**src/rtl/tuple_merge2.sv**
```systemverilog
// tuple_merge2: merges two partition streams into one.
// Per-input FIFOs feed a round-robin arbiter and one output register.

module tuple_merge2_fifo #(
  parameter int W     = 64,
  parameter int DEPTH = 2
) (
  input  logic         clk,
  input  logic         reset,
  input  logic         push,
  input  logic         pop,
  input  logic [W-1:0] din,
  input  logic [31:0]  tin,
  output logic         ready,
  output logic         nonempty,
  output logic [W-1:0] dout,
  output logic [31:0]  tout
);

  localparam int AW = $clog2(DEPTH);
  localparam logic [AW:0] FULL = (AW+1)'(DEPTH);
  localparam logic [AW:0] ONE = (AW+1)'(1);
  localparam logic [AW-1:0] PONE = AW'(1);

  logic [W-1:0]  mem_d [DEPTH];
  logic [31:0]   mem_t [DEPTH];
  logic [AW-1:0] wr_ptr;
  logic [AW-1:0] rd_ptr;
  logic [AW:0]   occ;

  // Ready comes from registered occupancy; held low during reset.
  assign ready    = ~reset & (occ < FULL);
  assign nonempty = (occ != '0);
  assign dout     = mem_d[rd_ptr];
  assign tout     = mem_t[rd_ptr];

  // Storage write; payload needs no reset.
  always_ff @(posedge clk) begin
    if (push) begin
      mem_d[wr_ptr] <= din;
      mem_t[wr_ptr] <= tin;
    end
  end

  // Pointers and occupancy; push+pop together leaves occupancy unchanged.
  always_ff @(posedge clk) begin
    if (reset) begin
      wr_ptr <= '0;
      rd_ptr <= '0;
      occ    <= '0;
    end else begin
      if (push) wr_ptr <= wr_ptr + PONE;
      if (pop)  rd_ptr <= rd_ptr + PONE;
      unique case ({push, pop})
        2'b10:   occ <= occ + ONE;
        2'b01:   occ <= occ - ONE;
        default: occ <= occ;
      endcase
    end
  end

endmodule

module tuple_merge2 #(
  parameter int INPUT_SIZE = 64,
  parameter int FIFO_DEPTH = 2
) (
  input  logic                  clk,
  input  logic                  reset,
  output logic                  a_ready,
  input  logic [INPUT_SIZE-1:0] a_input,
  input  logic [31:0]           a_tag,
  input  logic                  a_valid,
  output logic                  b_ready,
  input  logic [INPUT_SIZE-1:0] b_input,
  input  logic [31:0]           b_tag,
  input  logic                  b_valid,
  input  logic                  out_ready,
  output logic [INPUT_SIZE-1:0] out,
  output logic [31:0]           out_tag,
  output logic                  out_src,
  output logic                  out_valid,
  output logic [31:0]           count_a,
  output logic [31:0]           count_b
);

  logic                  a_push;
  logic                  b_push;
  logic                  a_pop;
  logic                  b_pop;
  logic                  a_ne;
  logic                  b_ne;
  logic [INPUT_SIZE-1:0] a_head;
  logic [INPUT_SIZE-1:0] b_head;
  logic [31:0]           a_htag;
  logic [31:0]           b_htag;
  logic                  loadable;
  logic                  rr_ptr;

  assign a_push = a_valid & a_ready;
  assign b_push = b_valid & b_ready;

  tuple_merge2_fifo #(
    .W     (INPUT_SIZE),
    .DEPTH (FIFO_DEPTH)
  ) u_fa (
    .clk      (clk),
    .reset    (reset),
    .push     (a_push),
    .pop      (a_pop),
    .din      (a_input),
    .tin      (a_tag),
    .ready    (a_ready),
    .nonempty (a_ne),
    .dout     (a_head),
    .tout     (a_htag)
  );

  tuple_merge2_fifo #(
    .W     (INPUT_SIZE),
    .DEPTH (FIFO_DEPTH)
  ) u_fb (
    .clk      (clk),
    .reset    (reset),
    .push     (b_push),
    .pop      (b_pop),
    .din      (b_input),
    .tin      (b_tag),
    .ready    (b_ready),
    .nonempty (b_ne),
    .dout     (b_head),
    .tout     (b_htag)
  );

  // Arbiter: one pop per loadable edge, rr_ptr breaks ties.
  always_comb begin
    loadable = ~out_valid | out_ready;
    a_pop    = 1'b0;
    b_pop    = 1'b0;
    if (loadable) begin
      unique case ({a_ne, b_ne})
        2'b10:   a_pop = 1'b1;
        2'b01:   b_pop = 1'b1;
        2'b11: begin
          a_pop = ~rr_ptr;
          b_pop = rr_ptr;
        end
        default: ;
      endcase
    end
  end

  // Output register loads the popped head or drains when nothing is left.
  always_ff @(posedge clk) begin
    if (reset) begin
      out       <= '0;
      out_tag   <= '0;
      out_src   <= 1'b0;
      out_valid <= 1'b0;
    end else if (loadable) begin
      if (a_pop) begin
        out       <= a_head;
        out_tag   <= a_htag;
        out_src   <= 1'b0;
        out_valid <= 1'b1;
      end else if (b_pop) begin
        out       <= b_head;
        out_tag   <= b_htag;
        out_src   <= 1'b1;
        out_valid <= 1'b1;
      end else begin
        out_valid <= 1'b0;
      end
    end
  end

  // Round-robin pointer points at the side not served last.
  always_ff @(posedge clk) begin
    if (reset) begin
      rr_ptr <= 1'b0;
    end else if (a_pop) begin
      rr_ptr <= 1'b1;
    end else if (b_pop) begin
      rr_ptr <= 1'b0;
    end
  end

  // Delivery counters, bumped on each output handshake.
  always_ff @(posedge clk) begin
    if (reset) begin
      count_a <= '0;
      count_b <= '0;
    end else if (out_valid & out_ready) begin
      if (out_src) count_b <= count_b + 32'd1;
      else         count_a <= count_a + 32'd1;
    end
  end

endmodule
```
**config.mk**
```make
export PLATFORM = sky130hd
export DESIGN_NAME = tuple_merge2
export DESIGN_NICKNAME = d
export VERILOG_FILES = /design/src/rtl/tuple_merge2.sv
export SDC_FILE = /design/constraint.sdc
export NUM_CORES = 1
export LEC_CHECK = 0
export ABC_AREA = 1
export BUFFER_PORTS_ARGS = -buffer_cell sky130_fd_sc_hd__buf_4
export CAP_MARGIN = 20
export CORE_MARGIN = 2
export CORE_UTILIZATION = 35
export CTS_CLUSTER_DIAMETER = 120
export DETAILED_ROUTE_END_ITERATION = 7
export HOLD_SLACK_MARGIN = 0.15
export PLACE_DENSITY_LB_ADDON = 0.25
export SLEW_MARGIN = 10
export SYNTH_ARGS = -nofsm -noshare
export SYNTH_HDL_FRONTEND = slang
export SYNTH_SLANG_ARGS = --single-unit
```
**constraint.sdc**
```tcl
create_clock -name clk -period 6.15 [get_ports clk]
set_clock_uncertainty 0.1 [all_clocks]
set_input_delay 0.9225 -clock clk [delete_from_list [all_inputs] [get_ports clk]]
set_output_delay 0.9225 -clock clk [all_outputs]
set_load 0.02 [all_outputs]
```
; Word-level counts from Yosys, hierarchy flattened
; Memory sizes are Yosys's and may differ from the RTL's. A register that Yosys moved wholly into a read port is not among the register bits.
; Index checks and enable logic that the tools add are counted.
[op_classes]
n_mux = 28
bitwise_logic = 10
n_eq_ne = 7
n_reduce_logical = 8
order_cmp = 2
n_addsub = 10
[ops]
columns = cell, n
row1 = $mux W64, 2
row2 = $add A32 B1 Y32 const B, 2
row3 = $mux W32, 2
row4 = $mux W1, 20
row5 = $reduce_bool A2 Y1, 5
row6 = $eq A2 B2 Y1 const B, 4
row7 = $pmux W2 S2, 2
row8 = $eq A2 B1 Y1 const B, 3
row9 = $reduce_and A2 Y1, 3
row10 = $and A1 B1 Y1, 5
row11 = $add A1 B1 Y1 const B, 4
row12 = $add A2 B1 Y2 const B, 2
row13 = $lt A2 B2 Y1 const B, 2
row14 = $not A1 Y1, 4
row15 = $pmux W1 S2, 2
row16 = $sub A2 B1 Y2 const B, 2
row17 = $or A1 B1 Y1, 1
[totals]
elab_cells = 82
ff_bits = 171
output_inout_bits = 164
inputBits = 197
memories = 4
ram_bits = 384
[memory_table]
columns = memory, depth, width, read_ports, rd_clocked_by_memory_dff, write_ports, line_no
row1 = u_fa.mem_d, 2, 64, 1, 1, 1, 25  ; logic [W-1:0] mem_d [DEPTH];
row2 = u_fb.mem_d, 2, 64, 1, 1, 1, 25
row3 = u_fa.mem_t, 2, 32, 1, 1, 1, 26  ; logic [31:0] mem_t [DEPTH];
row4 = u_fb.mem_t, 2, 32, 1, 1, 1, 26

; Longest topological paths before layout
; Gate-level depths: netlist (run 1).
[logic_depth]
ltp_word = 6
ltp_mapped = 13
ltp_nobuf = 11

; Modules after synthesis
; A second synthesis (run 1) with hierarchy kept.
[hier_totals]
cells_unflattened = 1862
area_unflattened_um2 = 22810.6
[by_module_without_submodules]
columns = module, seq_area_each_um2, area_each_um2, cells_each, instances
row1 = tuple_merge2_fifo, 5865.6, 7345.8, 330, 2
row2 = tuple_merge2, 3263.1, 8119.0, 1202, 1

; Worst setup path after synthesis (run 1)
; OpenSTA, ideal clock, no wires.
[synth_path]
path_kind = input-to-reg
start = input reset
end = memory u_fa.mem_d[1][0] (enable)
t_required_ns = 5.497
t_arrival_ns = 5.657
path_slack_ns = -0.160
cell_stages = 4
setup_ns = 0.553
path_buffers = 1
path_cell_list = clkbuf_1 nor2_1 nand2_1 nor2_1
[synth_between]
elab_chain_len = 5
[synth_lines]
columns = item, line_no
row1 = from (decl), 69  ; input logic reset,
row2 = $not A1 Y1, 32  ; assign ready = ~reset & (occ < FULL);
row3 = $and A1 B1 Y1, 32
row4 = via a_ready, 70  ; output logic a_ready,
row5 = $and A1 B1 Y1, 100  ; assign a_push = a_valid & a_ready;
row6 = $mux W1, 39  ; if (push) begin
row7 = $mux W1 (not written as such), 40  ; mem_d[wr_ptr] <= din;
row8 = to (decl), 25
; The timed path passes the listed nets, and every way through them passes these cells.

; Worst setup path after layout (run 1)
[layout_path]
start = register u_fb.occ[1]
end = register out[29]
[layout_between]
elab_chain_len = 6
elab_cells_between_ends = 11
classes_between = 3 x eq/ne / 5 x mux / 3 x reduce/logical
[layout_lines]
columns = item, line_no
row1 = from (decl), 29  ; logic [AW:0] occ;
row2 = from (signal assigned), 55  ; 2'b10: occ <= occ + ONE;
row3 = from (signal assigned), 56  ; 2'b01: occ <= occ - ONE;
row4 = $reduce_bool A2 Y1 *, 33  ; assign nonempty = (occ != '0);
row5 = $eq A2 B2 Y1 or $eq A2 B1 Y1 (tied branches), 141  ; unique case ({a_ne, b_ne})
row6 = $pmux W1 S2, 141
row7 = $mux W1, 140  ; if (loadable) begin
row8 = $reduce_bool A2 Y1 (no line), n/a
row9 = $reduce_and A2 Y1 (no line), n/a
row10 = to (signal assigned), 162  ; out <= a_head;
row11 = to (signal assigned), 167  ; out <= b_head;
row12 = to (decl), 79  ; output logic [INPUT_SIZE-1:0] out,
; Mark *: on every way between the ends. The rest lies on a longest branch, timed or not.
; A chain may end at the register's enable or synchronous reset.

==> impl_metrics.ini, run 1 <==
[sta]
rsz0062_at_grt = no
max_clock_freq_ghz = 0.374
relSlewSlack_pct = 32.6
drv_slew = 0
tightestPinTransition_ps = 1010
finalHoldViolCount = 0
post-route-min-period_ps = 2680
setup_tns_ps = 0
fin_crit_sh_pct = 43.5
setup_viol = 0

[worst_hold_path]
hold_path_class = in2reg
holdPathStages = 1
worstHoldEndpoint = u_fa.mem_d[1][10]$_DFFE_PP_
worstHoldStart = a_input[10]

[cells_and_area]
finish.net_count = 2609
area_delta_synth_final_pct = 25.2
layoutNonFillerInstCount = 3310
layout-drive-gt1-share_pct = 19.9
final_area_sq_um = 28000
fillCellCount = 5855

[worst_setup_path]
r2r_slack_ps = 3470
end_kind = register
cpPeakStageDelay_ps = 720
cp.required_ps = 6580
cp_max_fo = 65
cp_slowest_cell = inv_4
crit_arrival_ps = 3100
criticalPathCategory = reg2reg
path_buf_inv = 3
r2r_cells = 7
startpoint_type = register
crit_family = buffers and inverters
regToRegEndpoint = out[29]$_SDFFE_PP0P_
crit_path_cell_trace = or2_1, nand2_1, nand2_4, inv_4, buf_4, o21bai_1, inv_1
reg2reg_from = u_fb.occ[1]$_SDFFE_PP0P_

[synth]
ys_types = 32
synth.most_common_cell = edfxtp_1
netlist_instances = 2061
seq_area_frac_synth_pct = 67.0
postSynthAreaPerCell_sq_um = 10.9
synth_common_cells = 384 x edfxtp_1, 347 x nand2_1, 298 x inv_1
synth_top_cell_by_area = edfxtp_1
syn_nets = 2262
synth-xor-area-share_pct = 0.313
synthArstFlopShare_pct = 0
yosysWarnings = 0
yosys.area.top_type_share_pct = 51.5
synth_top_family_by_area = compound AO/OA/AOI/OAI gates
syn-cell-area_sq_um = 22400
synthSimpleGateAreaFrac_pct = 10.1
synthFlopType = edfxtp_1
synthAdderAreaFrac_pct = 0.224
synth-seq-cells = 557
synth.mux.area_fraction_pct = 4.29
netlist_top_cells_area = edfxtp_1 52%, dfxtp_1 15%, nand2_1 5.8%
synth_edf_count = 384
synth_compound_area_share_pct = 11.1

[route]
viasPerCell = 4.66
wl_per_cell_microns = 17.7
vias = 15414
drtIter0Drc = 1006
ant_nets = 0
wirelength_microns = 58600
drc = 0
first_pass_iters = 6

[clocking]
root_buffer = clkbuf_16
cts_tree = done
cts_hold_buf = 0
clk_path_buf_depth = 3
cts-resized-gates = 0
h-tree-depth = 2
path_clk_slew_ps = 60
clock_latency_ps = 640
cts_buffers = 61
post_cts_buffers = 0
cts.sinks = 557

[power]
power_mw = 12.3
p_leak_nw = 11.6
ir_drop_mv = 0.332
p_per_area_nw_per_um2 = 439

[die]
ios = 361
fp.dieW_microns = 257
core_area_sq_um = 63200
die_h_microns = 257
rows = 92
initial_core_util_pct = 35.4
die_area_sq_um = 66000

[global_route]
antenna_found_initial = 10
grt_use_total_pct = 17.4
first_global_vias = 15551
overflow = 0
grt_first_pass_wirelength_microns = 89400
grt_max_degree = 140

[flow_run]
maxCapViolCount = 0

[placement]
port_buffers = 360
hpwl_microns = 38300
dp.cells = 3189
place.gp.congestion = 0.855
placed_cell_area_sq_um = 25900

[status]
status = completed
[cell families after synthesis]
group | count (synthesis)
and+or+nand+nor | 557
xor gates and xnor gates | 8
muxes | 96
adders and majority gates | 4
DFF | 557
AOI/OAI and AO/OA | 445
buffers and inverters | 394
[cell usage in the layout, fill, tap and decap left out, types with 2 or more instances in the layout]
cell,Yosys,routed
edfxtp_1,384,384
buf_4,2,373
nand2_1,347,347
inv_1,298,297
o21ai_0,242,242
dfxtp_1,173,171
nor2_1,122,118
o21bai_1,97,97
mux2i_1,96,96
o21ai_1,67,67
clkbuf_16,0,61
nand3_1,47,47
a21oi_1,37,37
clkbuf_1,48,18
nand4_1,17,17
nor3_1,12,12
clkinv_2,0,10
bufinv_16,0,8
clkinv_1,0,7
nor2_4,1,5
nor2_2,5,5
xor2_1,5,5
ha_1,4,4
clkbuf_8,0,4
diode_2,0,3
xnor2_1,3,3
inv_2,3,2
inv_4,0,2
dfxtp_4,0,2
clkinv_16,0,2
clkinvlp_4,0,2
clkinv_4,0,2
buf_16,0,2
buf_12,0,2
[sequential cells by signal (all words and copies together) (netlist names), 2 cells and up, named ones only]
signal and count:
u_fa.mem_d 128, u_fb.mem_d 128, out 64, u_fa.mem_t 64, u_fb.mem_t 64, count_a 32, count_b 32, out_tag 32
u_fa.occ 2, u_fb.occ 2
[area by class of cell]
| cell class | instances | area, sq um | area share (%) |
|---|---|---|---|
| Multi-Input combinational cell | 1110 | 5850 | 20.9 |
| Clock inverter | 33 | 434 | 1.55 |
| Antenna cell | 3 | 7.51 | 0.0268 |
| Timing Repair Buffer | 377 | 2900 | 10.3 |
| Tap cell | 846 | 1060 | 3.78 |
| Inverter | 301 | 1130 | 4.05 |
| Sequential cell | 557 | 15000 | 53.5 |
| Clock buffer | 83 | 1650 | 5.88 |
[worst register-to-register path, cell delays in order (launching register included)]
cell,delay [ps]
dfxtp_1,330
or2_1,260
nand2_1,150
nand2_4,230
inv_4,740
buf_4,570
o21bai_1,140
inv_1,70
[through the flow]
stage                     util (%)  hold WS [ps]  setup slack, ps
after global placement        40.9           338             2670
after floorplan                  -           326             1440
after global routing          44.4           325             3200
after detailed placement      41.0           357             2820
final                         44.4           360             3470
after CTS                     44.3           312             3260
[worst max-delay path by stage]
stage | to | startpoint | slack, ps | cells past startpoint
after floorplan | u_fa.mem_d[1][0]$_DFFE_PP_ | reset | 1440 | 4
after global placement | u_fa.mem_t[0][31]$_DFFE_PP_ | reset | 2670 | 5
after detailed placement | out_tag[0]$_SDFFE_PP0P_ | out_ready | 2820 | 10
after CTS | out[41]$_SDFFE_PP0P_ | register | 3260 | 6
after global routing | out[13]$_SDFFE_PP0P_ | out_valid$_SDFFE_PP0P_ | 3200 | 8
final | out[29]$_SDFFE_PP0P_ | u_fb.occ[1]$_SDFFE_PP0P_ | 3470 | 7
[power breakdown]
| part | switching (mW) | internal, mW | leakage (nW) |
|---|---|---|---|
| clock | 1.52 | 2.22 | 1.01 |
| sequential | 0.272 | 4.52 | 4.94 |
| combinational | 2.47 | 1.31 | 5.61 |
| total | 4.26 | 8.05 | 11.6 |
[layer usage]
metal / track usage [%] / up-vias / wire length, microns
li1: - / 7624 / -
met1: 21.4 / 7257 / 24300
met2: 29.3 / 408 / 28000
met3: 5.17 / 109 / 4570
met4: 5.75 / 16 / 1620
met5: 0 / - / 106
No activity file was read; power rests on OpenSTA's default activity.
==> inputs of run 2 (changes only) <==
--- a/config.mk
+++ b/config.mk
@@ -5,7 +5,7 @@
 export SDC_FILE = /design/constraint.sdc
 export NUM_CORES = 1
 export LEC_CHECK = 0
-export ABC_AREA = 1
+export ABC_AREA = 0
 export BUFFER_PORTS_ARGS = -buffer_cell sky130_fd_sc_hd__buf_4
 export CAP_MARGIN = 20
 export CORE_MARGIN = 2
==> constraint.sdc (replaced) <==
create_clock -name clk -period 2.5 [get_ports clk]
set_clock_uncertainty 0.1 [all_clocks]
set_input_delay 0.375 -clock clk [delete_from_list [all_inputs] [get_ports clk]]
set_output_delay 0.375 -clock clk [all_outputs]
set_load 0.02 [all_outputs]
==> run 2 against run 1 <==
Critical path depth unchanged. Synthesized area down 2.4%. Design area up 6.4%. Power up 140%. Global-route usage increased by 1.3 points. Synthesized cell count decreased by 22%. Critical endpoint is now out[32]$_SDFFE_PP0P_. Largest power group unchanged. Highest routed layer unchanged.
==> impl_metrics.ini, run 2 <==
[sta]
post-route-min-period_ps = 2400
finalHoldViolCount = 0
setup_slack_ps = 104
tightestPinTransition_ps = 789
max_clock_freq_ghz = 0.417
setup_viol = 0
drv_slew = 0
rsz0062_at_grt = no
fin_crit_sh_pct = 95.8
relSlewSlack_pct = 47.4

[power]
p_seq_share_pct = 38.9
switching_share_pct = 32.7
p_clk_share_pct = 31.3
p_leak_nw = 10.5
intPower_mw = 20.0
power_mw = 29.7
combPwrFrac_pct = 29.8
ir_drop_mv = 1.17
power.switching_mw = 9.70
p_per_area_nw_per_um2 = 995

[clocking]
path_clk_slew_ps = 60
cts-resized-gates = 0
cts_tree = done
clock_latency_ps = 610
root_buffer = clkbuf_16
clk_path_buf_depth = 3
h-tree-depth = 2
cts.sinks = 557
cts_buffers = 61

[global_route]
antenna_found_initial = 5
overflow = 0
grt_first_pass_wirelength_microns = 93000
grt_max_degree = 150
first_global_vias = 15828
grt_use_total_pct = 18.7

[placement]
hpwl_microns = 36600
placed_cell_area_sq_um = 25700
port_buffers = 360
place.gp.congestion = 0.816
dp_worst_setup_slack_ps = 123
dp.cells = 2717

[synth]
syn-cell-area_sq_um = 21800
synthFlopType = edfxtp_1
yosysWarnings = 0
postSynthAreaPerCell_sq_um = 13.7
synth_common_cells = 384 x edfxtp_1, 173 x dfxtp_1, 137 x a21oi_1
syn_nets = 1799
synth_edf_count = 384
synth.most_common_cell = edfxtp_1
synthArstFlopShare_pct = 0
yosys.area.top_type_share_pct = 52.8
ys_types = 46
seq_area_frac_synth_pct = 68.7
netlist_instances = 1598
synth-seq-cells = 557
netlist_top_cells_area = edfxtp_1 53%, dfxtp_1 16%, mux2_2 5.3%
synth_top_cell_by_area = edfxtp_1

[worst_setup_path]
cp_common_cell = buf_4
r2r_cells = 5
path_buf_inv = 3
regToRegEndpoint = out[32]$_SDFFE_PP0P_
r2r_slack_ps = 180
startpoint = out_ready
startpoint_type = input port
crit_arrival_ps = 2820
end_kind = register
cp_max_fo = 43
crit_family = buffers and inverters
cp_slowest_cell = buf_4
criticalPathCategory = in2reg
cpPeakStageDelay_ps = 580
cp.required_ps = 2930
reg2reg_from = u_fa.occ[1]$_SDFFE_PP0P_
crit_path_cell_trace = dlygate4sd3_1, buf_4, or2b_4, and3_4, buf_4, o211ai_1, a21oi_1

[die]
die_area_sq_um = 64400
fp.dieW_microns = 254
rows = 91
die_h_microns = 254
initial_core_util_pct = 35.4
core_area_sq_um = 61700
ios = 361

[route]
wirelength_microns = 61900
vias = 15504
first_pass_iters = 5
viasPerCell = 5.11
drc = 0
ant_nets = 0
wl_per_cell_microns = 20.4
drtIter0Drc = 833

[status]
status = completed

[cells_and_area]
area_delta_synth_final_pct = 36.5
largestRegisters = u_fa.mem_d (128), u_fb.mem_d (128)
regArea_sq_um = 15000
fin_util_pct = 48.3
layoutNonFillerInstCount = 3032
multi_input_area_sq_um = 6370
fillCellCount = 5395
layout-drive-gt1-share_pct = 28.8
finish.net_count = 2340
most-common-layout-cells = 384 x buf_4, 384 x edfxtp_1, 196 x dlygate4sd3_1, 171 x dfxtp_1, 137 x a21oi_1
final_area_sq_um = 29800

[flow_run]
maxCapViolCount = 0

[worst_hold_path]
worstHoldStart = b_valid
holdPathStages = 5
hold_path_class = in2reg
worstHoldEndpoint = u_fb.occ[0]$_SDFFE_PP0P_
## run 2: cell count changes in the layout (fill, tap and decap cells not counted), sizes merged, moves of 27 or more
| cell | delta |
|---|---|
| o211ai | +96 |
| buf | +27 |
| a21oi | +100 |
| inv | -292 |
| nor2 | -83 |
| mux2 | +106 |
| o21bai | -97 |
| o21ai | -292 |
| dlygate4sd3 | +196 |
| nand4 | +109 |
| nand3 | -30 |
| nand2 | -232 |
## run 2: layout make-up
| type | count | area share [%] |
|---|---|---|
| flip-flops and latches | 557 | 50.3 |
| clock buffers | 86 | 5.84 |
| multi-input cells | 909 | 21.4 |
| diodes | 4 | 0.0336 |
| inverters | 10 | 0.126 |
| clock inverters | 29 | 1.23 |
| repair buffers | 600 | 17.6 |
| well taps | 837 | 3.51 |
## run 2: worst reg2reg max path, cell delays in order, from the launching register on
cell      delay [ps]
dfxtp_1          430
or2_4            210
and3_4           490
buf_4            580
o211ai_1         240
a21oi_1          200
## run 2: power groups by stage
stage	sequential, mW	clock, mW	combinational, mW
floorplan	12.1	0	4.89
global placement	11.7	0	8.47
detailed placement	11.7	0	8.59
CTS	11.5	9.53	8.88
global route	11.6	9.88	9.55
finish	11.5	9.29	8.84
## run 2: kinds of logic after synthesis
| group | after synthesis | share of synthesized area (%) |
|---|---|---|
| multiplexers | 203 | 9.91 |
| flip-flops | 557 | 68.7 |
| adder cells (fa/ha/maj) | 4 | 0.229 |
| buffers and inverters | 132 | 2.48 |
| AO/OA/AOI/OAI | 274 | 7.75 |
| XOR/XNOR | 25 | 1.00 |
| AND/OR/NAND/NOR | 403 | 9.97 |
## run 2: repair_timing
item / in CTS / in global routing
hold endpoints to repair: 389 / 0
setup buffers: 0 / 0
hold buffers: 196 / 0
## run 2: how the worst max path moves through the flow
stage | endpoint | slack [ps] | depth (start not counted)
after global routing | out[39]$_SDFFE_PP0P_ | 30 | 7
after floorplan | u_fb.mem_d[0][0]$_DFFE_PP_ | -180 | 4
after detailed placement | out[42]$_SDFFE_PP0P_ | 120 | 6
final | out[32]$_SDFFE_PP0P_ | 100 | 7
after global placement | out_tag[0]$_SDFFE_PP0P_ | 200 | 6
after CTS | out[42]$_SDFFE_PP0P_ | 200 | 7
## run 2: layer usage
layer / part of all wire (%) / up-vias / global-route usage [%]
met1: 43 / 7706 / 23.9
met5: 0.019 / - / 0
li1: - / 7229 / -
met3: 5.4 / 105 / 3.30
met4: 2.6 / 2 / 6.42
met2: 49 / 462 / 32.0
## run 2: through the flow
stage | setup TNS, ps | hold WS (ps)
floorplan | -28620 | 374
global placement | 0 | 341
detailed placement | 0 | 345
CTS | 0 | 253
global route | 0 | 317
finish | 0 | 287
==> inputs of run 3 (changes only) <==
--- a/config.mk
+++ b/config.mk
@@ -8,6 +8,7 @@
 export ABC_AREA = 0
 export BUFFER_PORTS_ARGS = -buffer_cell sky130_fd_sc_hd__buf_4
 export CAP_MARGIN = 20
+export CORE_ASPECT_RATIO = 1.5
 export CORE_MARGIN = 2
 export CORE_UTILIZATION = 35
 export CTS_CLUSTER_DIAMETER = 120
==> run 3 against run 2 <==
Non-clock buffer count decreased by 6. Clock-buffer cell count decreased by 5. Power fell by 3.4%. Die area hardly changed. Combinational power decreased by 1%. Sequential share of layout area increased by 0.71 points. Design area is 1.4% lower. First-iteration DRC count grew 19%. Largest power group unchanged.
==> impl_metrics.ini, run 3 (synthesis results as in run 2) <==
[status]
status = completed

[sta]
fin_crit_sh_pct = 89.8
finalHoldViolCount = 0
setup_tns_ps = 0
post-route-min-period_ps = 2250
max_clock_freq_ghz = 0.445
tightestPinTransition_ps = 799
setup_viol = 0
rsz0062_at_grt = no
drv_slew = 0
setup_slack_ps = 254
relSlewSlack_pct = 46.8

[cells_and_area]
multi_input_area_sq_um = 6370
layout-drive-gt1-share_pct = 27.9
fillCellCount = 5459
largestRegisters = u_fa.mem_d (128), u_fb.mem_d (128)
layoutNonFillerInstCount = 2974
finish.net_count = 2327
most-common-layout-cells = 384 x edfxtp_1, 379 x buf_4, 196 x dlygate4sd3_1, 171 x dfxtp_1, 137 x a21oi_1
regArea_sq_um = 15000
layout_commonest_cell = edfxtp_1
area_delta_synth_final_pct = 34.6
fin_util_pct = 47.5

[clocking]
root_buffer = clkbuf_16
clock_latency_ps = 610
cts_tree = done
cts.sinks = 557
cts-resized-gates = 0
h-tree-depth = 2
cts_buffers = 54
path_clk_slew_ps = 60
clk_path_buf_depth = 3

[die]
die_area_sq_um = 64500
die_h_microns = 310
ios = 361
initial_core_util_pct = 35.3
core_area_sq_um = 61900
rows = 112
fp.dieW_microns = 208

[route]
ant_nets = 0
wirelength_microns = 62500
drc = 0
wl_per_cell_microns = 21.0
drtIter0Drc = 988
vias = 15436
first_pass_iters = 5
viasPerCell = 5.19

[placement]
dp.cells = 2672
hpwl_microns = 38000
dp_worst_setup_slack_ps = 301
port_buffers = 360
place.gp.congestion = 0.826

[worst_hold_path]
holdPathStages = 2
hold_path_class = reg2reg

[power]
p_per_area_nw_per_um2 = 975
ir_drop_mv = 0.982
power_mw = 28.7
p_leak_nw = 10.3

[worst_setup_path]
startpoint_type = register
r2r_cells = 5
end_kind = register
cp.required_ps = 2930
crit_arrival_ps = 2680
criticalPathCategory = reg2reg
cp_max_fo = 10

[global_route]
overflow = 0
grt_use_total_pct = 18.9
grt_max_degree = 121
grt_first_pass_wirelength_microns = 94600
first_global_vias = 16146
antenna_found_initial = 7

[flow_run]
maxCapViolCount = 0
==> run 3: cell type report <==
class	count	share of cell area (%)
Clock inverter	21	0.838
Inverter	10	0.128
Timing Repair Buffer	594	17.6
Tap cell	798	3.40
Multi-Input combinational cell	909	21.7
Clock buffer	81	5.29
Antenna cell	4	0.0340
Sequential cell	557	51.0
==> run 3: worst max-delay path, stage by stage (launching register included) <==
cell     delay [ps]
dfxtp_1         410
ha_1            210
and4_1          420
nand4_2         300
or4_1           570
a21oi_1         170
==> run 3: worst paths after layout <==
kind,slack [ps],startpoint,to
hold / removal,350,out_tag[5]$_SDFFE_PP0P_,out_tag[5]$_SDFFE_PP0P_
setup reg to reg,250,count_b[0]$_SDFFE_PP0P_,count_b[20]$_SDFFE_PP0P_
setup / recovery,250,count_b[0]$_SDFFE_PP0P_,count_b[20]$_SDFFE_PP0P_
hold reg to reg,350,out_tag[5]$_SDFFE_PP0P_,out_tag[5]$_SDFFE_PP0P_
==> run 3: power breakdown <==
group | switching, mW | internal [mW] | total (mW)
Sequential | 0.548 | 11.0 | 11.5
Combinational | 5.49 | 3.25 | 8.74
Clock | 3.54 | 4.83 | 8.37
Total | 9.57 | 19.1 | 28.7
==> run 3: metal layers <==
metal  GRT usage, %  wire length, microns  vias to the layer above
li1               -                     -                     7218
met1           22.3                 25200                     7672
met2           35.0                 32800                      433
met3           3.11                  2730                      107
met4           5.97                  1630                        6
met5              0                    37                        -
==> run 3: what timing repair did <==
| item | 4_1_cts | 5_1_grt |
|---|---|---|
| endpoints found under the hold margin | 393 | 0 |
| hold buffers | 196 | 0 |
| setup buffers | 0 | 0 |
==> run 3: through the flow <==
stage / hold slack, ps / instance area, sq um
after global routing: 363 / 29400
after global placement: 342 / 25600
after CTS: 342 / 29400
final: 350 / 29400
after floorplan: 374 / 21900
after detailed placement: 346 / 25600
